`src/rtl/audio_adc_i2s_rx.sv`:
```
// Purpose : deserialize codec I2S ADC data into stereo pairs and queue them for the record path.
// Latency : pair enters the FIFO 1 clk after the rise that ends its right slot; valid one clk later.
// Backpr. : valid/ready pop; holds the head while ~ready; pair dropped (sticky overflow) when full.
module audio_adc_i2s_rx #(
   parameter int DATA_W     = 16,
   parameter int FIFO_DEPTH = 4
) (
   input  logic              clk_clk,
   input  logic              reset_reset,
   input  logic              audio_BCLK,
   input  logic              audio_ADCLRCK,
   input  logic              audio_ADCDAT,
   input  logic              enable,
   output logic [DATA_W-1:0] sample_left,
   output logic [DATA_W-1:0] sample_right,
   output logic              sample_valid,
   input  logic              sample_ready,
   output logic              overflow,
   input  logic              clear_overflow
);

   localparam int CNT_W  = (DATA_W > 1) ? $clog2(DATA_W) : 1;
   localparam int PTR_W  = (FIFO_DEPTH > 1) ? $clog2(FIFO_DEPTH) : 1;
   localparam int PAIR_W = 2 * DATA_W;
   localparam logic [CNT_W-1:0] LAST_BIT  = CNT_W'(DATA_W - 1);
   localparam logic [PTR_W:0]   FIFO_FULL = (PTR_W + 1)'(FIFO_DEPTH);

   typedef enum logic [1:0] {ST_IDLE, ST_DELAY, ST_SHIFT, ST_HOLD} state_t;

   // synchronizers and edge history
   logic bclk_s1_q, bclk_s2_q, bclk_h_q;
   logic lrck_s1_q, lrck_s2_q, lrck_h_q;
   logic dat_s1_q, dat_s2_q;

   // slot deserializer
   state_t            state_q, state_d;
   logic [CNT_W-1:0]  bit_cnt_q, bit_cnt_d;
   logic [CNT_W-1:0]  bit_idx;
   logic [DATA_W-1:0] shift_q, shift_d;
   logic [DATA_W-1:0] left_hold_q, left_hold_d;
   logic              left_vld_q, left_vld_d;
   logic              push_q, push_d;
   logic [PAIR_W-1:0] pair_q, pair_d;

   // pair FIFO
   logic [PAIR_W-1:0] mem_q [FIFO_DEPTH];
   logic [PTR_W-1:0]  wr_ptr_q, rd_ptr_q;
   logic [PTR_W:0]    count_q;
   logic              overflow_q;
   logic              fifo_full, fifo_pop, fifo_wr, fifo_drop;

   logic bclk_rise, lrck_edge;

   // LRCK history is taken at BCLK rises so an edge is always seen on the rise that follows it
   assign bclk_rise = bclk_s2_q & ~bclk_h_q;
   assign lrck_edge = bclk_rise & (lrck_s2_q ^ lrck_h_q);
   assign bit_idx   = LAST_BIT - bit_cnt_q;

   // bring the codec pins into clk_clk; all three share the same stage depth to stay aligned
   always_ff @(posedge clk_clk) begin
      if (reset_reset) begin
         bclk_s1_q <= 1'b0;
         bclk_s2_q <= 1'b0;
         bclk_h_q  <= 1'b0;
         lrck_s1_q <= 1'b0;
         lrck_s2_q <= 1'b0;
         lrck_h_q  <= 1'b0;
         dat_s1_q  <= 1'b0;
         dat_s2_q  <= 1'b0;
      end else begin
         bclk_s1_q <= audio_BCLK;
         bclk_s2_q <= bclk_s1_q;
         bclk_h_q  <= bclk_s2_q;
         lrck_s1_q <= audio_ADCLRCK;
         lrck_s2_q <= lrck_s1_q;
         dat_s1_q  <= audio_ADCDAT;
         dat_s2_q  <= dat_s1_q;
         if (bclk_rise) begin
            lrck_h_q <= lrck_s2_q;
         end
      end
   end

   // slot FSM state and datapath registers
   always_ff @(posedge clk_clk) begin
      if (reset_reset) begin
         state_q     <= ST_IDLE;
         bit_cnt_q   <= '0;
         shift_q     <= '0;
         left_hold_q <= '0;
         left_vld_q  <= 1'b0;
         push_q      <= 1'b0;
         pair_q      <= '0;
      end else begin
         state_q     <= state_d;
         bit_cnt_q   <= bit_cnt_d;
         shift_q     <= shift_d;
         left_hold_q <= left_hold_d;
         left_vld_q  <= left_vld_d;
         push_q      <= push_d;
         pair_q      <= pair_d;
      end
   end

   // slot sequencing: LRCK edge closes a slot (word is MSB-aligned, unfilled LSBs stay zero)
   always_comb begin
      state_d     = state_q;
      bit_cnt_d   = bit_cnt_q;
      shift_d     = shift_q;
      left_hold_d = left_hold_q;
      left_vld_d  = left_vld_q;
      push_d      = 1'b0;
      pair_d      = pair_q;
      if (!enable) begin
         state_d    = ST_IDLE;
         left_vld_d = 1'b0;
      end else if (state_q == ST_IDLE) begin
         // only a 1->0 edge (start of a left slot) brings the capture out of idle
         if (lrck_edge && !lrck_s2_q) begin
            state_d    = ST_DELAY;
            shift_d    = '0;
            bit_cnt_d  = '0;
            left_vld_d = 1'b0;
         end
      end else if (lrck_edge) begin
         if (lrck_s2_q) begin
            left_hold_d = shift_q;
            left_vld_d  = 1'b1;
         end else begin
            // a right word without a left partner from this run is never queued
            push_d     = left_vld_q;
            pair_d     = {left_hold_q, shift_q};
            left_vld_d = 1'b0;
         end
         state_d   = ST_DELAY;
         shift_d   = '0;
         bit_cnt_d = '0;
      end else if (bclk_rise) begin
         case (state_q)
            ST_DELAY: state_d = ST_SHIFT;
            ST_SHIFT: begin
               shift_d[bit_idx] = dat_s2_q;
               bit_cnt_d        = bit_cnt_q + CNT_W'(1);
               if (bit_cnt_q == LAST_BIT) begin
                  state_d = ST_HOLD;
               end
            end
            default: ;
         endcase
      end
   end

   assign sample_valid = (count_q != '0);
   assign fifo_full    = (count_q == FIFO_FULL);
   assign fifo_pop     = sample_valid & sample_ready;
   assign fifo_wr      = push_q & (~fifo_full | fifo_pop);
   assign fifo_drop    = push_q & fifo_full & ~fifo_pop;

   // FIFO pointers, occupancy and sticky overflow (a new drop beats a clear)
   always_ff @(posedge clk_clk) begin
      if (reset_reset) begin
         wr_ptr_q   <= '0;
         rd_ptr_q   <= '0;
         count_q    <= '0;
         overflow_q <= 1'b0;
      end else begin
         if (fifo_wr) begin
            wr_ptr_q <= wr_ptr_q + PTR_W'(1);
         end
         if (fifo_pop) begin
            rd_ptr_q <= rd_ptr_q + PTR_W'(1);
         end
         if (fifo_wr && !fifo_pop) begin
            count_q <= count_q + (PTR_W + 1)'(1);
         end else if (!fifo_wr && fifo_pop) begin
            count_q <= count_q - (PTR_W + 1)'(1);
         end
         if (fifo_drop) begin
            overflow_q <= 1'b1;
         end else if (clear_overflow) begin
            overflow_q <= 1'b0;
         end
      end
   end

   // FIFO storage; contents only matter behind the valid count
   always_ff @(posedge clk_clk) begin
      if (fifo_wr) begin
         mem_q[wr_ptr_q] <= pair_q;
      end
   end

   assign {sample_left, sample_right} = sample_valid ? mem_q[rd_ptr_q] : '0;
   assign overflow = overflow_q;

endmodule

```
`config.mk`:
```
export PLATFORM = sky130hd
export DESIGN_NAME = audio_adc_i2s_rx
export DESIGN_NICKNAME = d
export VERILOG_FILES = /design/src/rtl/audio_adc_i2s_rx.sv
export SDC_FILE = /design/constraint.sdc
export NUM_CORES = 1
export LEC_CHECK = 0
export CAP_MARGIN = 20
export CORE_MARGIN = 1.5
export CORE_UTILIZATION = 25
export DETAILED_ROUTE_END_ITERATION = 12
export PLACE_DENSITY = 0.43
export SYNTH_ARGS = -nofsm -noshare
export SYNTH_HDL_FRONTEND = slang
export SYNTH_SLANG_ARGS = --single-unit
```
`constraint.sdc`:
```
create_clock -name clk_clk -period 6.4 [get_ports clk_clk]
set_input_delay 1.28 -clock clk_clk [delete_from_list [all_inputs] [get_ports clk_clk]]
set_output_delay 1.28 -clock clk_clk [all_outputs]
set_load 0.02 [all_outputs]
```
==> results of run 1 <==
[cell families after synthesis]
family,Yosys count,share of synthesized area [%]
AND/OR/NAND/NOR,206,11.5
flip-flops,218,65.7
buffers and inverters,57,2.88
adder cells (fa/ha/maj),12,1.84
XOR/XNOR,6,0.699
AO/OA/AOI/OAI,125,8.57
multiplexers,35,8.74
[routing by layer]
layer	global-route usage, %	wire, microns
met2	17.6	9050
met5	0	0
met4	4.06	603
met3	1.68	674
met1	13.6	8370
[state kept, by name, summed over array words and instances, names as in the netlist, 2 cells and up, named ones only]
register / cells
wr_ptr_q: 2
rd_ptr_q: 2
mem_q: 128
bit_cnt_q: 4
left_hold_q: 16
count_q: 3
pair_q: 32
state_q: 2
shift_q: 16
[per-stage QoR]
step	instance area, sq um	util (%)	worst slack (ns)	power [mW]
final	10300	30.6	2.14	3.43
after floorplan	8590	-	3.50	1.85
after CTS	10300	30.6	1.99	3.50
after detailed placement	9450	28.0	2.49	2.00
after global routing	10300	30.6	1.91	3.58
after global placement	9430	28.0	2.53	2.00
[worst max path at each step]
stage / start / endpoint / slack (ns) / cells past startpoint
finish: flop / sample_left[1] / 2.14 / 4
global route: flop / sample_right[9] / 1.91 / 4
CTS: flop / sample_right[13] / 1.99 / 4
detailed placement: sample_ready / count_q[2] / 2.49 / 9
global placement: sample_ready / count_q[2] / 2.53 / 9
floorplan: sample_ready / count_q[2] / 3.50 / 9
[cell usage after synthesis, types with 2 or more instances]
cell | number | share of area [%]
sky130_fd_sc_hd__edfxtp_1 | 128 | 45
sky130_fd_sc_hd__nand2_1 | 113 | 4.9
sky130_fd_sc_hd__dfxtp_1 | 90 | 21
sky130_fd_sc_hd__a21oi_1 | 75 | 4.4
sky130_fd_sc_hd__and2_1 | 41 | 3.0
sky130_fd_sc_hd__mux4_2 | 32 | 8.4
sky130_fd_sc_hd__clkbuf_1 | 25 | 1.1
sky130_fd_sc_hd__a221oi_1 | 17 | 1.7
sky130_fd_sc_hd__buf_2 | 14 | 0.82
sky130_fd_sc_hd__nor2b_1 | 14 | 1.0
sky130_fd_sc_hd__nor2_1 | 12 | 0.52
sky130_fd_sc_hd__o21ai_1 | 12 | 0.70
sky130_fd_sc_hd__ha_1 | 11 | 1.6
sky130_fd_sc_hd__nand3_1 | 10 | 0.58
sky130_fd_sc_hd__o21ai_0 | 10 | 0.58
sky130_fd_sc_hd__inv_1 | 9 | 0.39
sky130_fd_sc_hd__a211oi_1 | 5 | 0.44
sky130_fd_sc_hd__buf_1 | 5 | 0.22
sky130_fd_sc_hd__nand2b_1 | 4 | 0.29
sky130_fd_sc_hd__xor2_1 | 4 | 0.41
sky130_fd_sc_hd__mux2i_1 | 3 | 0.35
sky130_fd_sc_hd__buf_4 | 2 | 0.17
sky130_fd_sc_hd__nand4_1 | 2 | 0.15
sky130_fd_sc_hd__nand4bb_1 | 2 | 0.26
sky130_fd_sc_hd__o211ai_1 | 2 | 0.17
sky130_fd_sc_hd__or3_1 | 2 | 0.15
[final cells by class]
type                    instances  area, sq um
fillers                      3425        23400
flip-flops and latches        218         5650
multi-input cells             384         2700
clock buffers                  29          661
well taps                     448          561
repair buffers                 54          507
clock inverters                15          199
inverters                       9         33.8
[power by group through the flow]
stage | clock network [mW] | logic, mW | registers (mW)
6_report | 1.48 | 0.435 | 1.52
5_1_grt | 1.58 | 0.472 | 1.52
4_1_cts | 1.53 | 0.454 | 1.52
3_5_place_dp | 0 | 0.453 | 1.55
3_3_place_gp | 0 | 0.451 | 1.55
2_1_floorplan | 0 | 0.326 | 1.52
==> results.toml, run 1 <==
[die]
design.die.area_sq_um = 35500
die_boundary_height_microns = 188
x_dimension_of_the_die_microns = 188
io_pins = 42
initial_core_util_pct = 25.5
floorplan.rows = 67
floorplan.core_area_sq_um = 33700

[critical_path]
arrival_ns = 2.98
worstPathCellList = "buf_4 > mux4_2 > and2_1 > clkdlybuf4s50_1"
timing.critical_path.required_ns = 5.12
critical_path_buf_inv_count = 2
worst_r2r_endpoint = "pair_q[28]"
timing.reg2reg.worst_path_depth = 7
crit_path_max_fanout = 19
worstReg2RegStart = "state_q[0]"
timing.critical_path.slowest_stage_cell = "sky130_fd_sc_hd__dfxtp_2"
critical_path.top_delay_family = "buffers and inverters"
sort_of_element_at_the_end_of_the_critical_path = "output port"
worst_setup_path_start_kind = "flop"
crit_path_max_incr_delay_ns = 0.80
rrSetupSlack_ns = 3.31
timing.setup.critical_path_class = "flop to output port"

[power]
power_per_cell_area_nw_per_um2 = 333
switching_share_pct = 22.8
switching_power_mw = 0.782
power_report.internal_total_mw = 2.65
combinational_cell_fraction_of_total_power_pct = 12.7
power.leakage_nw = 3.37
power_frac_clock_pct = 43.1
seqPwrFrac_pct = 44.2
ir_drop_uv = 134

[logic_synthesis]
syn-cell-area_sq_um = 8590
syn_avg_cell_area_sq_um = 13.0
synth.ff_latch_count = 218
ys_seq_area_share_pct = 65.7
yosysUniqueCellTypes = 41
synthesis.instances = 659
postSynthNetCount = 679
synth_edf_count = 128
ys.flop_type = "sky130_fd_sc_hd__edfxtp_1"
async_reset_ff_share_pct = 0
synthesis.yosys.warnings = 0

[clocking]
tritoncts_clock_tree = "built"
worstSkewPairLatency_ns = 0.51
numCtsBuffers = 24
cts-resized-gates = 0
cts-root-to-sink-buffers = 3
ctsHtreeMaxLevel = 1
postcts_setup_bufs = 0
clock_sink_count = 218
clkTransAtPathRegs_ns = 0.06
cts-hold-fix-buffers = 0
ctsRootBufferMaster = "sky130_fd_sc_hd__clkbuf_16"

[routing]
avgRoutedWirePerCell_microns = 16.2
via_to_cell_ratio = 4.40
detail_route.iter0.violations = 302
post-route-drc-count = 0
first_pass_iters = 4
final_antenna_net_count = 0
routed_wirelength_microns = 18700
via_count = 5096

[sta]
finalHoldViolCount = 0
finClkSkew_ns = 0.0107
period_share_pct = 66.6
unrepaired_setup_endpoints_after_global_routing = "no"
finalHoldWorstSlack_ns = 0.439
maxSlewHeadroom_pct = 36.5
setup_tns_after_final_layout_ns = 0
setup_viol = 0
report.final.slew_viol_count = 0
finalCriticalPeriod_ns = 4.26
top_achievable_clock_speed_mhz = 235
max_slew.worst_pin.slew_ns = 0.953

[min_path]
min_delay_worst_endpoint = "bclk_s2_q"
hold_path_startpoint = "bclk_s1_q"
holdPathStages = 1
min_path_type = "flop to flop"

[place]
count_of_buffers_inserted_at_the_top_level_ports = 41
hpwl_microns = 11800
placed_cells = 1113
final_gp_congestion = 0.726

[global_route]
grt_overflow_total = 0
grt_first_pass_wirelength_microns = 29700
grt_pass1_vias = 5141
maximum_number_of_pins_on_one_net_before_global_route_repair = 87
grt_usage_pct = 10.5
antenna_found_initial = 0

[layout]
areaGrowthSynthToFinish_pct = 20.0
n_antenna_cell = 0
mostFrequentLayoutCells = "128 x sky130_fd_sc_hd__edfxtp_1, 113 x sky130_fd_sc_hd__nand2_1, 89 x sky130_fd_sc_hd__dfxtp_1"
post_route_cells_drive_above_1_share_pct = 12.7
leading_cell_type_in_the_layout_fill_and_taps_excluded = "sky130_fd_sc_hd__edfxtp_1"
final_cell_count_no_fill = 1157
finalNetCount = 711

[run_status]
run_status = "finished, final reports clean"

[flow_run]
max_cap_viol_count = 0
Note: power is estimated with default switching activity, not from simulation.
==> run 2: changes to the inputs <==
clock period = 4.22 ns   (was 6.4 ns; I/O delays follow)
==> results.toml, run 2 (synthesis gave the netlist of run 1 again) <==
[clocking]
tritoncts_clock_tree = "built"
cts-root-to-sink-buffers = 3
clock_sink_count = 218
cts-hold-fix-buffers = 0
worstSkewPairLatency_ns = 0.51
ctsRootBufferMaster = "sky130_fd_sc_hd__clkbuf_16"
numCtsBuffers = 25
postcts_setup_bufs = 0
ctsHtreeMaxLevel = 1
cts-resized-gates = 0
clkTransAtPathRegs_ns = 0.06

[layout]
areaGrowthSynthToFinish_pct = 19.1
post_route_cells_drive_above_1_share_pct = 11.7
fillerInstances = 3465
max_ffs_per_register = 128
leading_cell_type_in_the_layout_fill_and_taps_excluded = "sky130_fd_sc_hd__edfxtp_1"
register_area_sq_um = 5650
final_cell_count_no_fill = 1159
layout_top_registers = "mem_q: 128 flops, pair_q: 32 flops"
finalNetCount = 713
mostFrequentLayoutCells = "128 x sky130_fd_sc_hd__edfxtp_1, 113 x sky130_fd_sc_hd__nand2_1, 89 x sky130_fd_sc_hd__dfxtp_1"
max_flop_register = "mem_q"
n_antenna_cell = 0
multi_input_area_sq_um = 2700

[critical_path]
timing.setup.critical_path_class = "flop to output port"
timing.critical_path.slowest_stage_cell = "sky130_fd_sc_hd__or3_1"
arrival_ns = 2.53
crit_path_max_incr_delay_ns = 0.66
sort_of_element_at_the_end_of_the_critical_path = "output port"
rrSetupSlack_ns = 1.36
timing.critical_path.required_ns = 3.38
worst_setup_path_start_kind = "flop"
critical_path.top_delay_family = "buffers and inverters"
critical_path_buf_inv_count = 2
crit_path_max_fanout = 20
worstPathCellList = "or3_1 > buf_4 > and2_1 > clkdlybuf4s50_1"

[sta]
setup_tns_after_final_layout_ns = 0
max_slew.worst_pin.slew_ns = 0.859
finClkSkew_ns = 0.00841
report.final.slew_viol_count = 0
top_achievable_clock_speed_mhz = 297
unrepaired_setup_endpoints_after_global_routing = "no"
finalHoldViolCount = 0
setup_ws_ns = 0.850
finalCriticalPeriod_ns = 3.37
setup_viol = 0
period_share_pct = 79.9
maxSlewHeadroom_pct = 42.7

[die]
design.die.area_sq_um = 35500
io_pins = 42
die_boundary_height_microns = 188
floorplan.rows = 67
floorplan.core_area_sq_um = 33700
initial_core_util_pct = 25.5
x_dimension_of_the_die_microns = 188

[global_route]
grt_overflow_total = 0
grt_pass1_vias = 5040
grt_usage_pct = 10.4
antenna_found_initial = 0
grt_first_pass_wirelength_microns = 29300
maximum_number_of_pins_on_one_net_before_global_route_repair = 58

[routing]
post-route-drc-count = 0
first_pass_iters = 4
final_antenna_net_count = 0
avgRoutedWirePerCell_microns = 15.7
via_count = 4994
via_to_cell_ratio = 4.31
detail_route.iter0.violations = 250
routed_wirelength_microns = 18200

[power]
combinational_cell_fraction_of_total_power_pct = 14.4
power_per_cell_area_nw_per_um2 = 483
ir_drop_uv = 232
switching_power_mw = 1.16
switching_share_pct = 23.6
seqPwrFrac_pct = 45.8
power.leakage_nw = 3.34
power_frac_clock_pct = 39.8
power_report.internal_total_mw = 3.78

[run_status]
run_status = "finished, final reports clean"

[place]
final_gp_congestion = 0.719
placed_cells = 1113
hpwl_microns = 10700
place_worst_setup_slack_ns = 1.02
count_of_buffers_inserted_at_the_top_level_ports = 41

[flow_run]
max_cap_viol_count = 0

[min_path]
min_path_type = "flop to flop"
## run 2: cell count changes in the layout (fill, tap and decap cells not counted), moves of 2 or more
cell	delta
sky130_fd_sc_hd__clkbuf_1	+7
sky130_fd_sc_hd__buf_12	+2
sky130_fd_sc_hd__clkinv_1	+2
sky130_fd_sc_hd__bufinv_16	-4
sky130_fd_sc_hd__clkinv_2	-3
## run 2: per-stage QoR
step | power [mW] | hold WS (ns) | utilization [%] | area [sq um]
after global routing | 5.17 | 0.462 | 30.3 | 10200
final | 4.94 | 0.433 | 30.3 | 10200
after global placement | 3.05 | 0.419 | 28.1 | 9470
after detailed placement | 3.05 | 0.424 | 28.1 | 9470
after floorplan | 2.79 | 0.414 | - | 8590
after CTS | 5.04 | 0.436 | 30.3 | 10200
## run 2: final timing paths
kind	to	cells after the start	start
setup / recovery	sample_left[2]	4	count_q[0]
hold / removal	dat_s2_q	1	dat_s1_q
setup reg to reg	pair_q[4]	8	state_q[0]
hold reg to reg	dat_s2_q	1	dat_s1_q
## run 2: worst reg2reg max path, stage by stage, from the launching register on
cell,delay (ns)
sky130_fd_sc_hd__dfxtp_1,0.32
sky130_fd_sc_hd__inv_1,0.10
sky130_fd_sc_hd__ha_1,0.73
sky130_fd_sc_hd__nand4bb_1,0.23
sky130_fd_sc_hd__buf_4,0.20
sky130_fd_sc_hd__nand2b_1,0.63
sky130_fd_sc_hd__buf_4,0.35
sky130_fd_sc_hd__nand2_1,0.08
sky130_fd_sc_hd__a21oi_1,0.14
## run 2: final cells by class
cell class                      instances  area share (%)
Clock buffer                           35            6.58
Clock inverter                         10           0.710
Inverter                                9           0.330
Multi-Input combinational cell        384            26.4
Sequential cell                       218            55.2
Tap cell                              448            5.48
Timing Repair Buffer                   55            5.31
## run 2: metal layers
layer | part of all wire [%] | vias up | track usage, % | routed length (microns)
met5 | 0 | - | 0 | 0
met4 | 2.6 | 0 | 3.63 | 469
met3 | 2.5 | 34 | 1.43 | 459
met2 | 48 | 62 | 17.3 | 8690
met1 | 47 | 2436 | 13.9 | 8570
li1 | - | 2462 | - | -
## run 2: power groups by stage
stage          registers (mW)  logic, mW  clock network (mW)
2_1_floorplan            2.31      0.488                   0
4_1_cts                  2.27      0.739                2.04
6_report                 2.27      0.711                1.97
3_3_place_gp             2.31      0.734                   0
3_5_place_dp             2.31      0.737                   0
5_1_grt                  2.27      0.785                2.12
==> run 3: changes to the inputs <==
PLACE_DENSITY = 0.44   (was 0.43)
clock period = 2.8 ns   (was 4.22 ns; I/O delays follow)
==> results.toml, run 3 (synthesis gave the netlist of run 1 again) <==
[routing]
first_pass_iters = 5
via_to_cell_ratio = 4.36
final_antenna_net_count = 0
detail_route.iter0.violations = 330
avgRoutedWirePerCell_microns = 15.4
via_count = 5111
post-route-drc-count = 0
routed_wirelength_microns = 18100

[place]
placed_cells = 1125
final_gp_congestion = 0.758
count_of_buffers_inserted_at_the_top_level_ports = 41
hpwl_microns = 10900
postPlaceCellArea_sq_um = 9610

[layout]
max_flop_register = "mem_q"
final_cell_count_no_fill = 1173
final_design_area_no_fill_sq_um = 10400
final_core_util_pct = 30.9
layout_top_registers = "mem_q: 128 flops, pair_q: 32 flops"
max_ffs_per_register = 128
areaGrowthSynthToFinish_pct = 21.2
mostFrequentLayoutCells = "128 x sky130_fd_sc_hd__edfxtp_1, 113 x sky130_fd_sc_hd__nand2_1, 89 x sky130_fd_sc_hd__dfxtp_1"
finalNetCount = 727
n_antenna_cell = 0
leading_cell_type_in_the_layout_fill_and_taps_excluded = "sky130_fd_sc_hd__edfxtp_1"
post_route_cells_drive_above_1_share_pct = 15.6

[critical_path]
worstPathCellList = "buf_12 > buf_16 > mux4_2 > and2_1 > dlygate4sd2_1"
timing.setup.critical_path_class = "flop to output port"
crit_path_max_fanout = 7
crit_path_max_incr_delay_ns = 0.51
sort_of_element_at_the_end_of_the_critical_path = "output port"
timing.critical_path.slowest_stage_cell = "sky130_fd_sc_hd__mux4_2"
critical_path_buf_inv_count = 3
worst_setup_path_start_kind = "flop"
critical_path.top_delay_family = "buffers and inverters"
timing.critical_path.required_ns = 2.24
arrival_ns = 2.16

[flow_run]
max_cap_viol_count = 0

[global_route]
maximum_number_of_pins_on_one_net_before_global_route_repair = 56
antenna_found_initial = 0
grt_usage_pct = 10.3
grt_overflow_total = 0
grt_pass1_vias = 5223
grt_first_pass_wirelength_microns = 29200

[clocking]
clkTransAtPathRegs_ns = 0.06
cts-hold-fix-buffers = 0
tritoncts_clock_tree = "built"
numCtsBuffers = 24
clock_sink_count = 218
cts-root-to-sink-buffers = 3
ctsRootBufferMaster = "sky130_fd_sc_hd__clkbuf_16"
ctsHtreeMaxLevel = 1
worstSkewPairLatency_ns = 0.51

[die]
die_boundary_height_microns = 188
initial_core_util_pct = 25.5
design.die.area_sq_um = 35500
io_pins = 42
floorplan.rows = 67
floorplan.core_area_sq_um = 33700
x_dimension_of_the_die_microns = 188

[sta]
setup_viol = 0
finalHoldViolCount = 0
setup_tns_after_final_layout_ns = 0
maxSlewHeadroom_pct = 59.4
finClkSkew_ns = 0.0214
max_slew.worst_pin.slew_ns = 0.609
unrepaired_setup_endpoints_after_global_routing = "yes"
finalCriticalPeriod_ns = 2.72
report.final.slew_viol_count = 0
period_share_pct = 97.1
top_achievable_clock_speed_mhz = 368

[power]
switching_power_mw = 1.85
power_report.internal_total_mw = 5.75
power_frac_clock_pct = 38.9
seqPwrFrac_pct = 45.1
switching_share_pct = 24.3
p_total_mw = 7.59
power.leakage_nw = 3.58
combinational_cell_fraction_of_total_power_pct = 16.0
power_per_cell_area_nw_per_um2 = 729
ir_drop_uv = 305

[run_status]
run_status = "finished, final reports clean"

[min_path]
min_path_type = "primary input to flop"
-- run 3: worst reg2reg max path, delay by kind of cell (launching register included) --
kind / cells / cell delay [ns]
AND/OR/NAND/NOR: 3 / 0.86
flip-flops: 1 / 0.35
AO/OA/AOI/OAI: 1 / 0.14
XOR/XNOR: 1 / 0.15
buffers and inverters: 1 / 0.06
adder cells (fa/ha/maj): 2 / 0.56
-- run 3: final timing paths --
check             cells after the start             end        start  slack, ns
hold / removal                        2      count_q[0]  reset_reset       0.41
setup reg to reg                      8      count_q[2]   count_q[0]       0.61
hold reg to reg                       1       lrck_s2_q    lrck_s1_q       0.44
setup / recovery                      5  sample_left[7]         flop       0.08
-- run 3: cell type report --
| cell class | count | area [sq um] |
|---|---|---|
| inverters | 9 | 33.8 |
| clock buffers | 33 | 683 |
| multi-input cells | 384 | 2700 |
| fillers | 3446 | 23300 |
| flip-flops and latches | 218 | 5650 |
| repair buffers | 70 | 712 |
| well taps | 448 | 561 |
| clock inverters | 11 | 73.8 |
-- run 3: power groups by stage --
stage / Sequential [mW] / Combinational, mW / Clock [mW]
5_1_grt: 3.43 / 1.34 / 3.18
6_report: 3.42 / 1.22 / 2.95
3_3_place_gp: 3.49 / 1.20 / 0
4_1_cts: 3.42 / 1.24 / 3.05
3_5_place_dp: 3.49 / 1.19 / 0
2_1_floorplan: 3.48 / 0.773 / 0
-- run 3: through the flow --
step	hold slack (ns)	setup WS [ns]
4_1_cts	0.393	0.0124
3_5_place_dp	0.421	0.198
6_report	0.407	0.0809
3_3_place_gp	0.423	0.225
5_1_grt	0.404	-0.00462
2_1_floorplan	0.414	0.621
-- run 3: repair_timing --
item                                    CTS  global route
gates cloned                              2             1
pin swaps                                 0             0
resized for setup                        56             1
buffers inserted                          1             0
hold endpoints to repair                  0             0
endpoints found under the setup margin   32             8
-- run 3: routing by layer --
| layer | vias up | wire, microns | track usage, % |
|---|---|---|---|
| li1 | 2494 | - | - |
| met1 | 2524 | 8430 | 13.7 |
| met3 | 25 | 608 | 1.62 |
| met2 | 68 | 8720 | 17.3 |
| met4 | 0 | 327 | 3.08 |
| met5 | - | 0 | 0 |
